### src/rtl/ram_test_pkg.sv
// Shared types and constants for the RAM pattern tester: FSM states, pattern
// selection, LFSR definition and LED bit positions.
package ram_test_pkg;

    typedef enum logic [2:0] {
        StIdle,
        StWrite,
        StWriteGap,
        StRead,
        StReadGap,
        StCompare,
        StFail
    } state_e;

    typedef enum logic [1:0] {
        PATTERN_INDEX,
        PATTERN_INVERTED,
        PATTERN_LFSR
    } pattern_e;

    localparam logic [31:0] LFSR_SEED = 32'h0000_0001;
    // Feedback taps at bits 31, 21, 1 and 0.
    localparam logic [31:0] LFSR_TAPS = 32'h8020_0003;

    localparam logic [1:0] LAST_PASS = 2'd2;

    localparam int unsigned LED_HEARTBEAT = 7;
    localparam int unsigned LED_MISMATCH  = 6;
    localparam int unsigned LED_TIMEOUT   = 5;
    localparam int unsigned LED_PASS_HI   = 4;
    localparam int unsigned LED_PASS_LO   = 3;
    localparam int unsigned LED_INDEX_HI  = 2;

    function automatic pattern_e pass_to_pattern(input logic [1:0] pass);
        case (pass)
            2'd0:    return PATTERN_INDEX;
            2'd1:    return PATTERN_INVERTED;
            default: return PATTERN_LFSR;
        endcase
    endfunction

    function automatic logic [31:0] lfsr_next(input logic [31:0] s);
        return {s[30:0], ^(s & LFSR_TAPS)};
    endfunction

endpackage

### src/rtl/ram_pattern_tester_if.sv
// Wishbone-classic bus between the pattern tester (master) and the RAM slave.
interface ram_pattern_tester_if;

    logic        wb_cycle_strobe;
    logic        wb_write_enable;
    logic [31:0] wb_address;
    logic [31:0] wb_write_data;
    logic [31:0] wb_read_data;
    logic        wb_ack;

    modport master (
        output wb_cycle_strobe,
        output wb_write_enable,
        output wb_address,
        output wb_write_data,
        input  wb_read_data,
        input  wb_ack
    );

    modport slave (
        input  wb_cycle_strobe,
        input  wb_write_enable,
        input  wb_address,
        input  wb_write_data,
        output wb_read_data,
        output wb_ack
    );

endinterface

### src/rtl/ram_test_pattern_gen.sv
// Produces the write/expected word for the current pass and index; one instance
// serves both the write and read-back phases.
module ram_test_pattern_gen
    import ram_test_pkg::*;
(
    input  logic        clock,
    input  logic        reset,
    input  logic [1:0]  i_pass,
    input  logic [31:0] i_index,
    input  logic        i_advance,
    input  logic        i_reseed,
    output logic [31:0] o_pattern
);

    logic [31:0] r_lfsr;
    pattern_e    w_sel;

    always_ff @(posedge clock) begin
        if (reset || i_reseed) begin
            r_lfsr <= LFSR_SEED;
        end else if (i_advance) begin
            r_lfsr <= lfsr_next(r_lfsr);
        end
    end

    always_comb begin
        w_sel = pass_to_pattern(i_pass);
        case (w_sel)
            PATTERN_INDEX:    o_pattern = i_index;
            PATTERN_INVERTED: o_pattern = ~i_index;
            default:          o_pattern = r_lfsr;
        endcase
    end

endmodule

### src/rtl/ram_pattern_tester.sv
// Wishbone master that writes, reads back and checks three data patterns over a
// RAM window in a continuous loop, reporting status on the board LEDs.
module ram_pattern_tester
    import ram_test_pkg::*;
#(
    parameter int unsigned ADDRESS_WIDTH  = 8,
    parameter logic [31:0] ADDRESS_BASE   = 32'h0000_0000,
    parameter int unsigned TIMEOUT_CYCLES = 1023
) (
    input  logic                        clock,
    input  logic                        reset,
    ram_pattern_tester_if.master        io_wb,
    output logic [7:0]                  o_leds,
    output logic                        o_done_ok,
    output logic                        o_failed
);

    state_e                   r_state;
    state_e                   w_state_next;
    logic [ADDRESS_WIDTH-1:0] r_index;
    logic [ADDRESS_WIDTH-1:0] w_index_next;
    logic [1:0]               r_pass;
    logic [1:0]               w_pass_next;
    logic                     r_round;
    logic                     w_round_next;
    logic [15:0]              r_tmo;
    logic [15:0]              w_tmo_next;
    logic [31:0]              r_rdata;
    logic                     r_stb;
    logic                     r_we;
    logic                     r_mismatch;
    logic                     r_timeout;
    logic                     r_failed;
    logic                     r_done;

    logic        w_capture;
    logic        w_advance;
    logic        w_reseed;
    logic        w_done_next;
    logic        w_mismatch_set;
    logic        w_timeout_set;
    logic        w_tmo_hit;
    logic        w_index_last;
    logic [31:0] w_index32;
    logic [31:0] w_pattern;

    assign w_index32    = 32'(r_index);
    assign w_index_last = (r_index == {ADDRESS_WIDTH{1'b1}});
    // Another wait cycle without ack would reach the limit.
    assign w_tmo_hit    = (({1'b0, r_tmo} + 17'd1) == 17'(TIMEOUT_CYCLES));

    ram_test_pattern_gen u_pattern_gen (
        .clock     (clock),
        .reset     (reset),
        .i_pass    (r_pass),
        .i_index   (w_index32),
        .i_advance (w_advance),
        .i_reseed  (w_reseed),
        .o_pattern (w_pattern)
    );

    always_comb begin
        w_state_next   = r_state;
        w_index_next   = r_index;
        w_pass_next    = r_pass;
        w_round_next   = r_round;
        w_tmo_next     = '0;
        w_capture      = 1'b0;
        w_advance      = 1'b0;
        w_reseed       = 1'b0;
        w_done_next    = 1'b0;
        w_mismatch_set = 1'b0;
        w_timeout_set  = 1'b0;
        case (r_state)
            StIdle: begin
                w_index_next = '0;
                w_reseed     = 1'b1;
                w_state_next = StWrite;
            end
            StWrite: begin
                if (io_wb.wb_ack) begin
                    w_state_next = StWriteGap;
                end else if (w_tmo_hit) begin
                    w_state_next  = StFail;
                    w_timeout_set = 1'b1;
                end else begin
                    w_tmo_next = r_tmo + 16'd1;
                end
            end
            StWriteGap: begin
                w_index_next = r_index + 1'b1;
                if (w_index_last) begin
                    w_reseed     = 1'b1;
                    w_state_next = StRead;
                end else begin
                    w_advance    = 1'b1;
                    w_state_next = StWrite;
                end
            end
            StRead: begin
                if (io_wb.wb_ack) begin
                    w_capture    = 1'b1;
                    w_state_next = StCompare;
                end else if (w_tmo_hit) begin
                    w_state_next  = StFail;
                    w_timeout_set = 1'b1;
                end else begin
                    w_tmo_next = r_tmo + 16'd1;
                end
            end
            StCompare: begin
                if (r_rdata != w_pattern) begin
                    w_state_next   = StFail;
                    w_mismatch_set = 1'b1;
                end else begin
                    w_state_next = StReadGap;
                end
            end
            StReadGap: begin
                w_index_next = r_index + 1'b1;
                if (w_index_last) begin
                    w_reseed     = 1'b1;
                    w_state_next = StIdle;
                    if (r_pass == LAST_PASS) begin
                        w_pass_next  = '0;
                        w_round_next = ~r_round;
                        w_done_next  = 1'b1;
                    end else begin
                        w_pass_next = r_pass + 2'd1;
                    end
                end else begin
                    w_advance    = 1'b1;
                    w_state_next = StRead;
                end
            end
            StFail: begin
                w_state_next = StFail;
            end
            default: begin
                w_state_next = StIdle;
            end
        endcase
    end

    always_ff @(posedge clock) begin
        if (reset) begin
            r_state    <= StIdle;
            r_index    <= '0;
            r_pass     <= '0;
            r_round    <= 1'b0;
            r_tmo      <= '0;
            r_rdata    <= '0;
            r_stb      <= 1'b0;
            r_we       <= 1'b0;
            r_mismatch <= 1'b0;
            r_timeout  <= 1'b0;
            r_failed   <= 1'b0;
            r_done     <= 1'b0;
        end else begin
            r_state    <= w_state_next;
            r_index    <= w_index_next;
            r_pass     <= w_pass_next;
            r_round    <= w_round_next;
            r_tmo      <= w_tmo_next;
            r_stb      <= (w_state_next == StWrite) || (w_state_next == StRead);
            r_we       <= (w_state_next == StWrite);
            r_mismatch <= r_mismatch | w_mismatch_set;
            r_timeout  <= r_timeout | w_timeout_set;
            r_failed   <= r_failed | (w_state_next == StFail);
            r_done     <= w_done_next;
            if (w_capture) begin
                r_rdata <= io_wb.wb_read_data;
            end
        end
    end

    // Address and data derive only from registers that change outside strobe.
    assign io_wb.wb_cycle_strobe = r_stb;
    assign io_wb.wb_write_enable = r_we;
    assign io_wb.wb_address      = ADDRESS_BASE + w_index32;
    assign io_wb.wb_write_data   = w_pattern;

    always_comb begin
        o_leds                            = '0;
        o_leds[LED_HEARTBEAT]             = r_round;
        o_leds[LED_MISMATCH]              = r_mismatch;
        o_leds[LED_TIMEOUT]               = r_timeout;
        o_leds[LED_PASS_HI:LED_PASS_LO]   = r_pass;
        o_leds[LED_INDEX_HI:0]            = w_index32[2:0];
    end

    assign o_done_ok = r_done;
    assign o_failed  = r_failed;

endmodule

### src/flat_wrapper.sv
// flat-port wrapper written by rule: the top's interface ports become plain ports
module ram_pattern_tester_flat import ram_test_pkg::*;
#(
    parameter int unsigned ADDRESS_WIDTH  = 8,
    parameter logic [31:0] ADDRESS_BASE   = 32'h0000_0000,
    parameter int unsigned TIMEOUT_CYCLES = 1023
)
  (clock, reset, o_leds, o_done_ok, o_failed, io_wb_wb_cycle_strobe, io_wb_wb_write_enable, io_wb_wb_address, io_wb_wb_write_data, io_wb_wb_read_data, io_wb_wb_ack);
  ram_pattern_tester_if io_wb_i ();
  input  logic clock;
  input  logic reset;
  output logic [7:0] o_leds;
  output logic o_done_ok;
  output logic o_failed;
  output wire logic [$bits(io_wb_i.wb_cycle_strobe)-1:0] io_wb_wb_cycle_strobe;
  output wire logic [$bits(io_wb_i.wb_write_enable)-1:0] io_wb_wb_write_enable;
  output wire logic [$bits(io_wb_i.wb_address)-1:0] io_wb_wb_address;
  output wire logic [$bits(io_wb_i.wb_write_data)-1:0] io_wb_wb_write_data;
  input wire logic [$bits(io_wb_i.wb_read_data)-1:0] io_wb_wb_read_data;
  input wire logic [$bits(io_wb_i.wb_ack)-1:0] io_wb_wb_ack;
  assign io_wb_wb_cycle_strobe = io_wb_i.wb_cycle_strobe;
  assign io_wb_wb_write_enable = io_wb_i.wb_write_enable;
  assign io_wb_wb_address = io_wb_i.wb_address;
  assign io_wb_wb_write_data = io_wb_i.wb_write_data;
  assign io_wb_i.wb_read_data = io_wb_wb_read_data;
  assign io_wb_i.wb_ack = io_wb_wb_ack;
  ram_pattern_tester #(.ADDRESS_WIDTH(ADDRESS_WIDTH), .ADDRESS_BASE(ADDRESS_BASE), .TIMEOUT_CYCLES(TIMEOUT_CYCLES)) u_core (.clock(clock), .reset(reset), .io_wb(io_wb_i), .o_leds(o_leds), .o_done_ok(o_done_ok), .o_failed(o_failed));
endmodule
### config.mk
export PLATFORM = sky130hd
export DESIGN_NAME = ram_pattern_tester_flat
export DESIGN_NICKNAME = d
export VERILOG_FILES = /design/src/rtl/ram_test_pkg.sv /design/src/rtl/ram_pattern_tester_if.sv /design/src/rtl/ram_test_pattern_gen.sv /design/src/rtl/ram_pattern_tester.sv /design/src/flat_wrapper.sv
export SDC_FILE = /design/constraint.sdc
export NUM_CORES = 1
export LEC_CHECK = 0
export ABC_AREA = 1
export CAP_MARGIN = 25
export CORE_MARGIN = 2
export CORE_UTILIZATION = 56
export DETAILED_ROUTE_END_ITERATION = 10
export MAX_ROUTING_LAYER = met4
export PLACE_DENSITY_LB_ADDON = 0.25
export SLEW_MARGIN = 40
export SYNTH_ARGS = -nofsm -noshare
export SYNTH_HDL_FRONTEND = slang
export SYNTH_HIERARCHICAL = 1
export SYNTH_SLANG_ARGS = --single-unit
### constraint.sdc
create_clock -name clock -period 5.4 [get_ports clock]
set_input_delay 1.08 -clock clock [delete_from_list [all_inputs] [get_ports clock]]
set_output_delay 1.08 -clock clock [all_outputs]
set_load 0.02 [all_outputs]
==> results of run 1 <==
## registers in the layout, indices dropped and copies added (netlist names)
register,flops
u_core/r_state,3
u_core/r_tmo,16
u_core/r_timeout,1
u_core/o_failed,1
u_core/io_wb.wb_write_enable,1
u_core/r_round,1
u_core/o_done_ok,1
u_core/u_pattern_gen/r_lfsr,32
u_core/r_pass,2
u_core/r_rdata,32
u_core/io_wb.wb_cycle_strobe,1
u_core/r_index,8
u_core/r_mismatch,1
## cell usage after synthesis, types with 2 or more instances
cell	n
a211oi_1	3
a211oi_2	4
a21oi_1	72
a221oi_1	2
a22oi_1	32
buf_2	11
buf_4	34
buf_6	9
clkbuf_1	13
dfxtp_1	100
ha_1	3
inv_1	58
inv_2	2
nand2_1	189
nand2_2	2
nand3_1	49
nand3b_1	2
nand4_1	5
nor2_1	68
nor2_2	4
nor2_4	2
nor3_1	2
o21ai_0	21
o21ai_1	31
or2_2	10
xnor2_1	22
xor2_1	3
## placed cells by master, fill, tap and decap left out, types with 31 or more instances in the layout
cell type,count
conb_1,72
a22oi_1,32
dfxtp_1,100
o21ai_1,31
a21oi_1,72
nand3_1,49
nand2_1,188
clkdlybuf4s50_1,86
nor2_1,68
inv_1,57
## critical path, stage by stage (launching register included)
cell and delay (ns):
dfxtp_1 0.30, buf_4 0.24, nor2_4 0.57, a22oi_1 0.19, o21ai_0 0.20, clkdlybuf4s50_1 0.69
## cell families after synthesis
kind of cell	after synthesis	synth area share
simple gates	335	0.264
compound gates	166	0.181
buf+inv	127	0.129
flops	100	0.377
xor+xnor	25	0.0413
fa+ha+maj	3	0.00707
other cells	1	0.000707
## through the flow
stage	cell area, um2	instances	utilization
after floorplan	5570	828	-
after global placement	6150	963	0.669
after detailed placement	6150	963	0.669
after CTS	6340	978	0.689
after global routing	6340	978	0.689
final	6340	978	0.689
## cell type report
type | count | share of cell area
multi-input combinational | 601 | 0.456
clock buffer | 11 | 0.0207
inverter | 60 | 0.0355
timing repair buffer | 91 | 0.142
sequential | 100 | 0.316
clock inverter | 4 | 0.00810
tap | 111 | 0.0219
## metal layers
layer / part of all wire / vias to the layer above / routed length [um]
li1: - / 2578 / -
met5: 0 / - / 0
met4: 0.014 / 0 / 191
met3: 0.068 / 24 / 949
met1: 0.45 / 2337 / 6300
met2: 0.47 / 194 / 6490
## power groups by stage
| stage | clock (mW) | combinational, mW | sequential, mW |
|---|---|---|---|
| after floorplan | 0 | 0.153 | 0.775 |
| after global routing | 0.506 | 0.232 | 0.759 |
| after global placement | 0 | 0.205 | 0.774 |
| after detailed placement | 0 | 0.209 | 0.775 |
| final | 0.467 | 0.213 | 0.758 |
| after CTS | 0.475 | 0.210 | 0.758 |
## worst paths after layout
kind | from | end | slack (ns) | cells past startpoint
max | u_core/r_pass[1]$_SDFFE_PP0P_ | io_wb_wb_write_data[1] | 1.77 | 5
min | u_core/u_pattern_gen/r_lfsr[12]$_SDFFE_PP0P_ | u_core/u_pattern_gen/r_lfsr[13]$_SDFFE_PP0P_ | 0.47 | 2
max reg2reg | u_core/r_pass[1]$_SDFFE_PP0P_ | u_core/io_wb.wb_write_enable$_SDFF_PP0_ | 2.29 | 13
min reg2reg | u_core/u_pattern_gen/r_lfsr[12]$_SDFFE_PP0P_ | u_core/u_pattern_gen/r_lfsr[13]$_SDFFE_PP0P_ | 0.47 | 2
==> results.cfg, run 1 <==
[global_route]
antenna_found_initial = 0
grt_overflow = 0
grt_pass1_vias = 4626
met1_usage = 0.370
use_met3 = 0.0587
grt_busiest_layer = met2
grt_max_degree = 38
grtUsageMet2 = 0.438
grt_pass1_wl_um = 21900
grt.total_usage = 0.280

[timing]
grt_setup_unrepaired = no
post-route-worst-setup-slack_ns = 1.77
hold_viol = 0
relSlewSlack = 0.542
fmax_ghz = 0.275
worst_slew_pin_slew_ns = 0.685
post-route-period-util = 0.673
setup_viol_count_final = 0
fin_setup_tns_ns = 0
layout_min_cycle_time_ns = 3.63
worst_hold_slack_ns = 0.474
slew_violations = 0
clock_skew_ns = 0.0174

[yosys]
ys_types = 31
synth_seq_area_share = 0.377
synth_top_area_cell = dfxtp_1
synth_cells = 757
synth_area_leaders = dfxtp_1 38%, nand2_1 13%, a21oi_1 6.8%
synth_warnings = 6
async_flop_share = 0
synth_top_cell_area_share = 0.377
syn_area_mm2 = 0.00531
syn_area_per_cell_um2 = 7.01
synth-main-ff-cell = dfxtp_1
ys_seq_elements = 100
synth_edf_count = 0

[run]
cap_violations = 0

[finish]
syn_to_final_growth_pct = 19.4
multiInputGateArea_mm2 = 0.00289
num_antenna_cells = 0
nFillCells = 800
nets = 901
ff_latch_area_mm2 = 0.00200
drive_gt1_frac = 0.0519

[detailed_routing]
postRouteAntennaNets = 0
drtIter0Drc = 472
viasPerCell = 5.25
post_drt_wl_per_cell_um = 14.2
routed_wl_um = 13900
drcViolationCount = 0
drt-pass1-iter-count = 5
num_vias = 5133

[power_and_ir_drop]
p_int_mw = 1.04
combPwrFrac = 0.148
p_sw_frac = 0.277
power_density_mw_per_mm2 = 227
ir_worst_vdd_v = 0.000115
p_total_mw = 1.44
pwr-share-seq = 0.527
pwr-share-clk = 0.325
p_leak_nw = 2.33
p_switching_mw = 0.398

[clock_tree]
post_cts_resized = 0
cts_buffer_depth = 2
numCtsBuffers = 9
clkTransAtPathRegs_ns = 0.09
cts-root-buf = clkbuf_8
hold_buffers = 0
clock_sinks = 100
insertion_delay_ns = 0.37
cts_tree = built
h-tree-depth = 3
postCtsSetupBuffers = 0

[floorplanning]
die_y_um = 101
io-pin-count = 111
initial_core_util = 0.577
die_w_um = 101
fp.coreArea_mm2 = 0.00920
die-area_mm2 = 0.0103
rows = 35

[place]
hpwl_um = 10300
preCtsSetupSlack_ns = 2.20
numPortBuffers = 86
gp_congestion = 0.926

[worst_setup_path]
path_class = register to output port
worst_setup_path_start_kind = register
cp_data_arrival_time_ns = 2.55
end_kind = output port
crit_fanout = 37
worstPathRequired_ns = 4.32

[min_path]
hold_class = register to register

[status]
status = finished clean
(Power assumes the default switching activity.)
==> run 2, diff against run 1 <==
--- a/config.mk
+++ b/config.mk
@@ -8,7 +8,7 @@
 export ABC_AREA = 1
 export CAP_MARGIN = 25
 export CORE_MARGIN = 2
-export CORE_UTILIZATION = 56
+export CORE_UTILIZATION = 47
 export DETAILED_ROUTE_END_ITERATION = 10
 export MAX_ROUTING_LAYER = met4
 export PLACE_DENSITY_LB_ADDON = 0.25
==> constraint.sdc (replaced) <==
create_clock -name clock -period 3.2 [get_ports clock]
set_input_delay 0.64 -clock clock [delete_from_list [all_inputs] [get_ports clock]]
set_output_delay 0.64 -clock clock [all_outputs]
set_load 0.02 [all_outputs]
==> results.cfg, run 2 (same netlist as run 1, synthesis figures left out) <==
[place]
numPortBuffers = 86
preCtsSetupSlack_ns = 0.714
gp_congestion = 0.925
hpwl_um = 9920

[global_route]
grt_max_degree = 43
grt_pass1_wl_um = 21600
grt.total_usage = 0.236
grt_overflow = 0
grt_pass1_vias = 4474
antenna_found_initial = 0

[power_and_ir_drop]
power_density_mw_per_mm2 = 413
p_total_mw = 2.69
p_leak_nw = 2.41
ir_worst_vdd_v = 0.000350

[clock_tree]
clock_sinks = 100
clkTransAtPathRegs_ns = 0.07
cts_tree = built
postCtsSetupBuffers = 0
numCtsBuffers = 9
hold_buffers = 0
cts-root-buf = clkbuf_16
post_cts_resized = 0
insertion_delay_ns = 0.35
h-tree-depth = 3
cts_buffer_depth = 2

[detailed_routing]
drt-pass1-iter-count = 5
drcViolationCount = 0
wl_met1_um = 6310
drtIter0Drc = 336
viasPerCell = 4.92
routed-wl-met2_um = 5840
num_vias = 4989
postRouteAntennaNets = 0
top_layer = met4
routed_wl_um = 13100
post_drt_wl_per_cell_um = 13.0
routed-wl-met3_um = 859

[timing]
post-route-period-util = 0.905
worst_hold_slack_ns = 0.467
layout_min_cycle_time_ns = 2.89
setup_viol_count_final = 0
fmax_ghz = 0.345
grt_setup_unrepaired = no
slew_violations = 0
worst_slew_pin_slew_ns = 0.622
fin_setup_tns_ns = 0
hold_viol = 0
post-route-worst-setup-slack_ns = 0.305
relSlewSlack = 0.583
clock_skew_ns = 0.00479

[min_path]
min-delay-start = u_core/r_tmo[0]$_SDFF_PP0_
hold_end = u_core/r_tmo[0]$_SDFF_PP0_
whs_path_depth = 1
hold_class = register to register

[floorplanning]
die-area_mm2 = 0.0122
die_y_um = 110
initial_core_util = 0.485
rows = 38
io-pin-count = 111
fp.coreArea_mm2 = 0.0109
die_w_um = 110

[worst_setup_path]
worstPathRequired_ns = 2.56
worst_setup_path_start_kind = register
r2r-start = u_core/r_index[0]$_SDFFE_PP0P_
cp_data_arrival_time_ns = 2.25
regToRegSetupSlack_ns = 0.68
worstReg2RegEnd = u_core/u_pattern_gen/r_lfsr[21]$_SDFFE_PP0P_
r2r_cells = 13
end_kind = output port
path_class = register to output port
crit_fanout = 30

[finish]
num_antenna_cells = 0
nets = 906
final_cell_mix = 189 x nand2_1, 100 x dfxtp_1, 86 x clkdlybuf4s50_1
syn_to_final_growth_pct = 22.9
final_common_cell = nand2_1
drive_gt1_frac = 0.0573
top_regs = u_core/r_rdata (32), u_core/u_pattern_gen/r_lfsr (32), u_core/r_tmo (16)

[status]
status = finished clean

[run]
cap_violations = 0
==> run 2: cell types whose count changed in the layout (fill, tap and decap cells not counted), moves of 2 or more <==
| cell | change |
|---|---|
| buf_4 | +4 |
| clkbuf_1 | -2 |
| clkinv_4 | +2 |
| clkbuf_16 | +9 |
| clkbuf_8 | -9 |
| inv_6 | +2 |
==> run 2: metrics by stage <==
| step | cells | utilization | instance area, um2 |
|---|---|---|---|
| finish | 1013 | 0.596 | 6520 |
| global route | 1013 | 0.596 | 6520 |
| CTS | 1013 | 0.596 | 6520 |
| detailed placement | 997 | 0.570 | 6240 |
| global placement | 997 | 0.570 | 6240 |
| floorplan | 828 | - | 5570 |
==> run 2: power by group <==
part | switching (mW) | internal [mW]
logic | 0.220 | 0.139
registers | 0.0156 | 1.26
clock network | 0.515 | 0.542
==> run 2: area by class of cell <==
class,instances,area (um2)
Clock buffer,9,225
Clock inverter,7,60.1
Fill cell,1014,4410
Inverter,60,225
Multi-Input combinational cell,601,2890
Sequential cell,100,2000
Tap cell,140,175
Timing Repair Buffer,96,948
==> run 2: worst max-delay path, stage by stage (launching register included) <==
cell	delay, ns
dfxtp_1	0.31
buf_4	0.18
inv_2	0.05
nand2_1	0.06
buf_4	0.24
o21ai_1	0.36
clkdlybuf4s50_1	0.69
==> run 2: worst max path at each step <==
stage | end | start | depth (start not counted) | slack [ns]
global route | io_wb_wb_write_data[0] | u_core/r_pass[1]$_SDFFE_PP0P_ | 6 | 0.16
CTS | io_wb_wb_write_data[9] | u_core/r_pass[1]$_SDFFE_PP0P_ | 6 | 0.34
floorplan | u_core/o_failed$_SDFF_PP0_ | u_core/r_pass[1]$_SDFFE_PP0P_ | 16 | 0.81
detailed placement | u_core/u_pattern_gen/r_lfsr[21]$_SDFFE_PP0P_ | u_core/r_index[0]$_SDFFE_PP0P_ | 13 | 0.71
finish | io_wb_wb_write_data[9] | u_core/r_pass[1]$_SDFFE_PP0P_ | 6 | 0.31
global placement | io_wb_wb_write_data[9] | u_core/r_pass[1]$_SDFFE_PP0P_ | 6 | 0.76
==> run 2: metal layers <==
layer / up-vias / track usage
met4: 0 / 0.0500
met2: 160 / 0.360
met1: 2227 / 0.315
met5: - / -
li1: 2593 / -
met3: 9 / 0.0653
==> run 3, diff against run 2 <==
--- a/config.mk
+++ b/config.mk
@@ -9,6 +9,7 @@
 export CAP_MARGIN = 25
 export CORE_MARGIN = 2
 export CORE_UTILIZATION = 47
+export CTS_CLUSTER_DIAMETER = 50
 export DETAILED_ROUTE_END_ITERATION = 10
 export MAX_ROUTING_LAYER = met4
 export PLACE_DENSITY_LB_ADDON = 0.25
==> constraint.sdc (replaced) <==
create_clock -name clock -period 3.2 [get_ports clock]
set_input_delay 0.64 -clock clock [delete_from_list [all_inputs] [get_ports clock]]
set_output_delay 0.64 -clock clock [all_outputs]
set_load 0.1 [all_outputs]
==> results.cfg, run 3 (same netlist as run 1, synthesis figures left out) <==
[power_and_ir_drop]
p_total_mw = 3.02
p_leak_nw = 2.69
ir_worst_vdd_v = 0.000322
power_density_mw_per_mm2 = 421

[timing]
post-route-period-util = 0.820
relSlewSlack = 0.560
worst_slew_pin_slew_ns = 0.658
grt_setup_unrepaired = no
fin_setup_tns_ns = 0
hold_viol = 0
slew_violations = 0
setup_viol_count_final = 0
fmax_ghz = 0.381
layout_min_cycle_time_ns = 2.62
clock_skew_ns = 0.00737

[worst_setup_path]
regToRegSetupSlack_ns = 0.62
end_kind = output port
critPathSlowestCell = nor2_4
crit_fanout = 32
path_class = register to output port
crit_path_max_incr_delay_ns = 0.52
worst_setup_path_start_kind = register
cp_data_arrival_time_ns = 1.98
worst-path-buf-inv = 2
worstPathCellList = buf_4 -> nor2_4 -> a22oi_1 -> o21ai_4 -> buf_12
worstPathRequired_ns = 2.56
crit_family = simple AND/OR/NAND/NOR gates

[clock_tree]
h-tree-depth = 3
clkTransAtPathRegs_ns = 0.07
clock_sinks = 100
post_cts_resized = 0
cts_buffer_depth = 2
numCtsBuffers = 9
cts_tree = built
hold_buffers = 0
postCtsSetupBuffers = 0
cts-root-buf = clkbuf_16
insertion_delay_ns = 0.35

[detailed_routing]
num_vias = 5119
post_drt_wl_per_cell_um = 13.6
drcViolationCount = 0
routed_wl_um = 13800
postRouteAntennaNets = 0
drtIter0Drc = 333
drt-pass1-iter-count = 5
viasPerCell = 5.05

[floorplanning]
io-pin-count = 111
fp.coreArea_mm2 = 0.0109
die_w_um = 110
initial_core_util = 0.485
die_y_um = 110
rows = 38
die-area_mm2 = 0.0122

[status]
status = finished clean

[global_route]
grt_max_degree = 43
grt_pass1_wl_um = 22700
grt_overflow = 0
grt_pass1_vias = 4676
grt.total_usage = 0.246
antenna_found_initial = 0

[finish]
drive_gt1_frac = 0.153
top_regs = u_core/r_rdata (32), u_core/u_pattern_gen/r_lfsr (32), u_core/r_tmo (16)
final_util = 0.655
nets = 907
final_cell_mix = 188 x nand2_1, 99 x dfxtp_1, 72 x a21oi_1, 72 x conb_1, 68 x nor2_1
final_common_cell = nand2_1
num_antenna_cells = 0
syn_to_final_growth_pct = 34.9
nFillCells = 933

[run]
cap_violations = 0

[place]
numPortBuffers = 86
gp_congestion = 0.943
hpwl_um = 10500

[min_path]
hold_class = register to register
[run 3: cell types whose count changed in the layout (fill, tap and decap cells not counted), moves of 2 or more]
cell / change
o21ai_0: -2
o21ai_4: +32
clkinv_4: -3
buf_12: +31
o21ai_1: -30
inv_6: -2
buf_4: +22
clkbuf_1: +3
clkdlybuf4s50_1: -52
clkinvlp_4: +2
[run 3: layout make-up]
cell class	instances	area [um2]	area share
Multi-Input combinational cell	601	3250	0.455
Sequential cell	100	2000	0.280
Timing Repair Buffer	97	1210	0.170
Clock buffer	12	236	0.0330
Inverter	60	225	0.0315
Tap cell	140	175	0.0245
Clock inverter	4	50.0	0.00699
[run 3: where the power goes]
group	internal, mW	switching [mW]	total, mW
registers	1.26	0.0164	1.28
clock network	0.606	0.464	1.07
logic	0.180	0.485	0.666
[run 3: stage by stage]
| stage | instances | setup slack (ns) | hold WS (ns) | cell area (um2) |
|---|---|---|---|---|
| 2_1_floorplan | 828 | 0.0272 | 0.430 | 5940 |
| 3_3_place_gp | 998 | 0.718 | 0.445 | 6870 |
| 3_5_place_dp | 998 | 0.673 | 0.452 | 6870 |
| 4_1_cts | 1014 | 0.579 | 0.463 | 7160 |
| 5_1_grt | 1014 | 0.357 | 0.500 | 7160 |
| 6_report | 1014 | 0.576 | 0.463 | 7160 |
[run 3: final timing paths]
kind                                      start                      endpoint  cells after the start
hold / removal     u_core/r_mismatch$_SDFF_PP0_  u_core/r_mismatch$_SDFF_PP0_                      2
setup / recovery  u_core/r_pass[1]$_SDFFE_PP0P_        io_wb_wb_write_data[2]                      5
hold reg to reg    u_core/r_mismatch$_SDFF_PP0_  u_core/r_mismatch$_SDFF_PP0_                      2
setup reg to reg     u_core/r_tmo[0]$_SDFF_PP0_   u_core/r_tmo[12]$_SDFF_PP0_                     13
[run 3: routing by layer]
layer	up-vias	global-route usage	share of wire
met2	152	0.365	0.45
met5	-	-	0
met1	2360	0.336	0.47
met4	0	0.0527	0.011
met3	13	0.0700	0.063
li1	2594	-	-
[run 3: worst reg2reg max path: stages (launching register included)]
cell     delay (ns)
dfxtp_1        0.39
ha_1           0.21
nand3_1        0.17
inv_1          0.16
nand2_1        0.07
nand2_1        0.08
nand3_1        0.09
nor2_1         0.10
nand2_1        0.06
nor2_1         0.25
nand2_1        0.13
nand2_2        0.12
or3_1          0.51
nor2_1         0.09
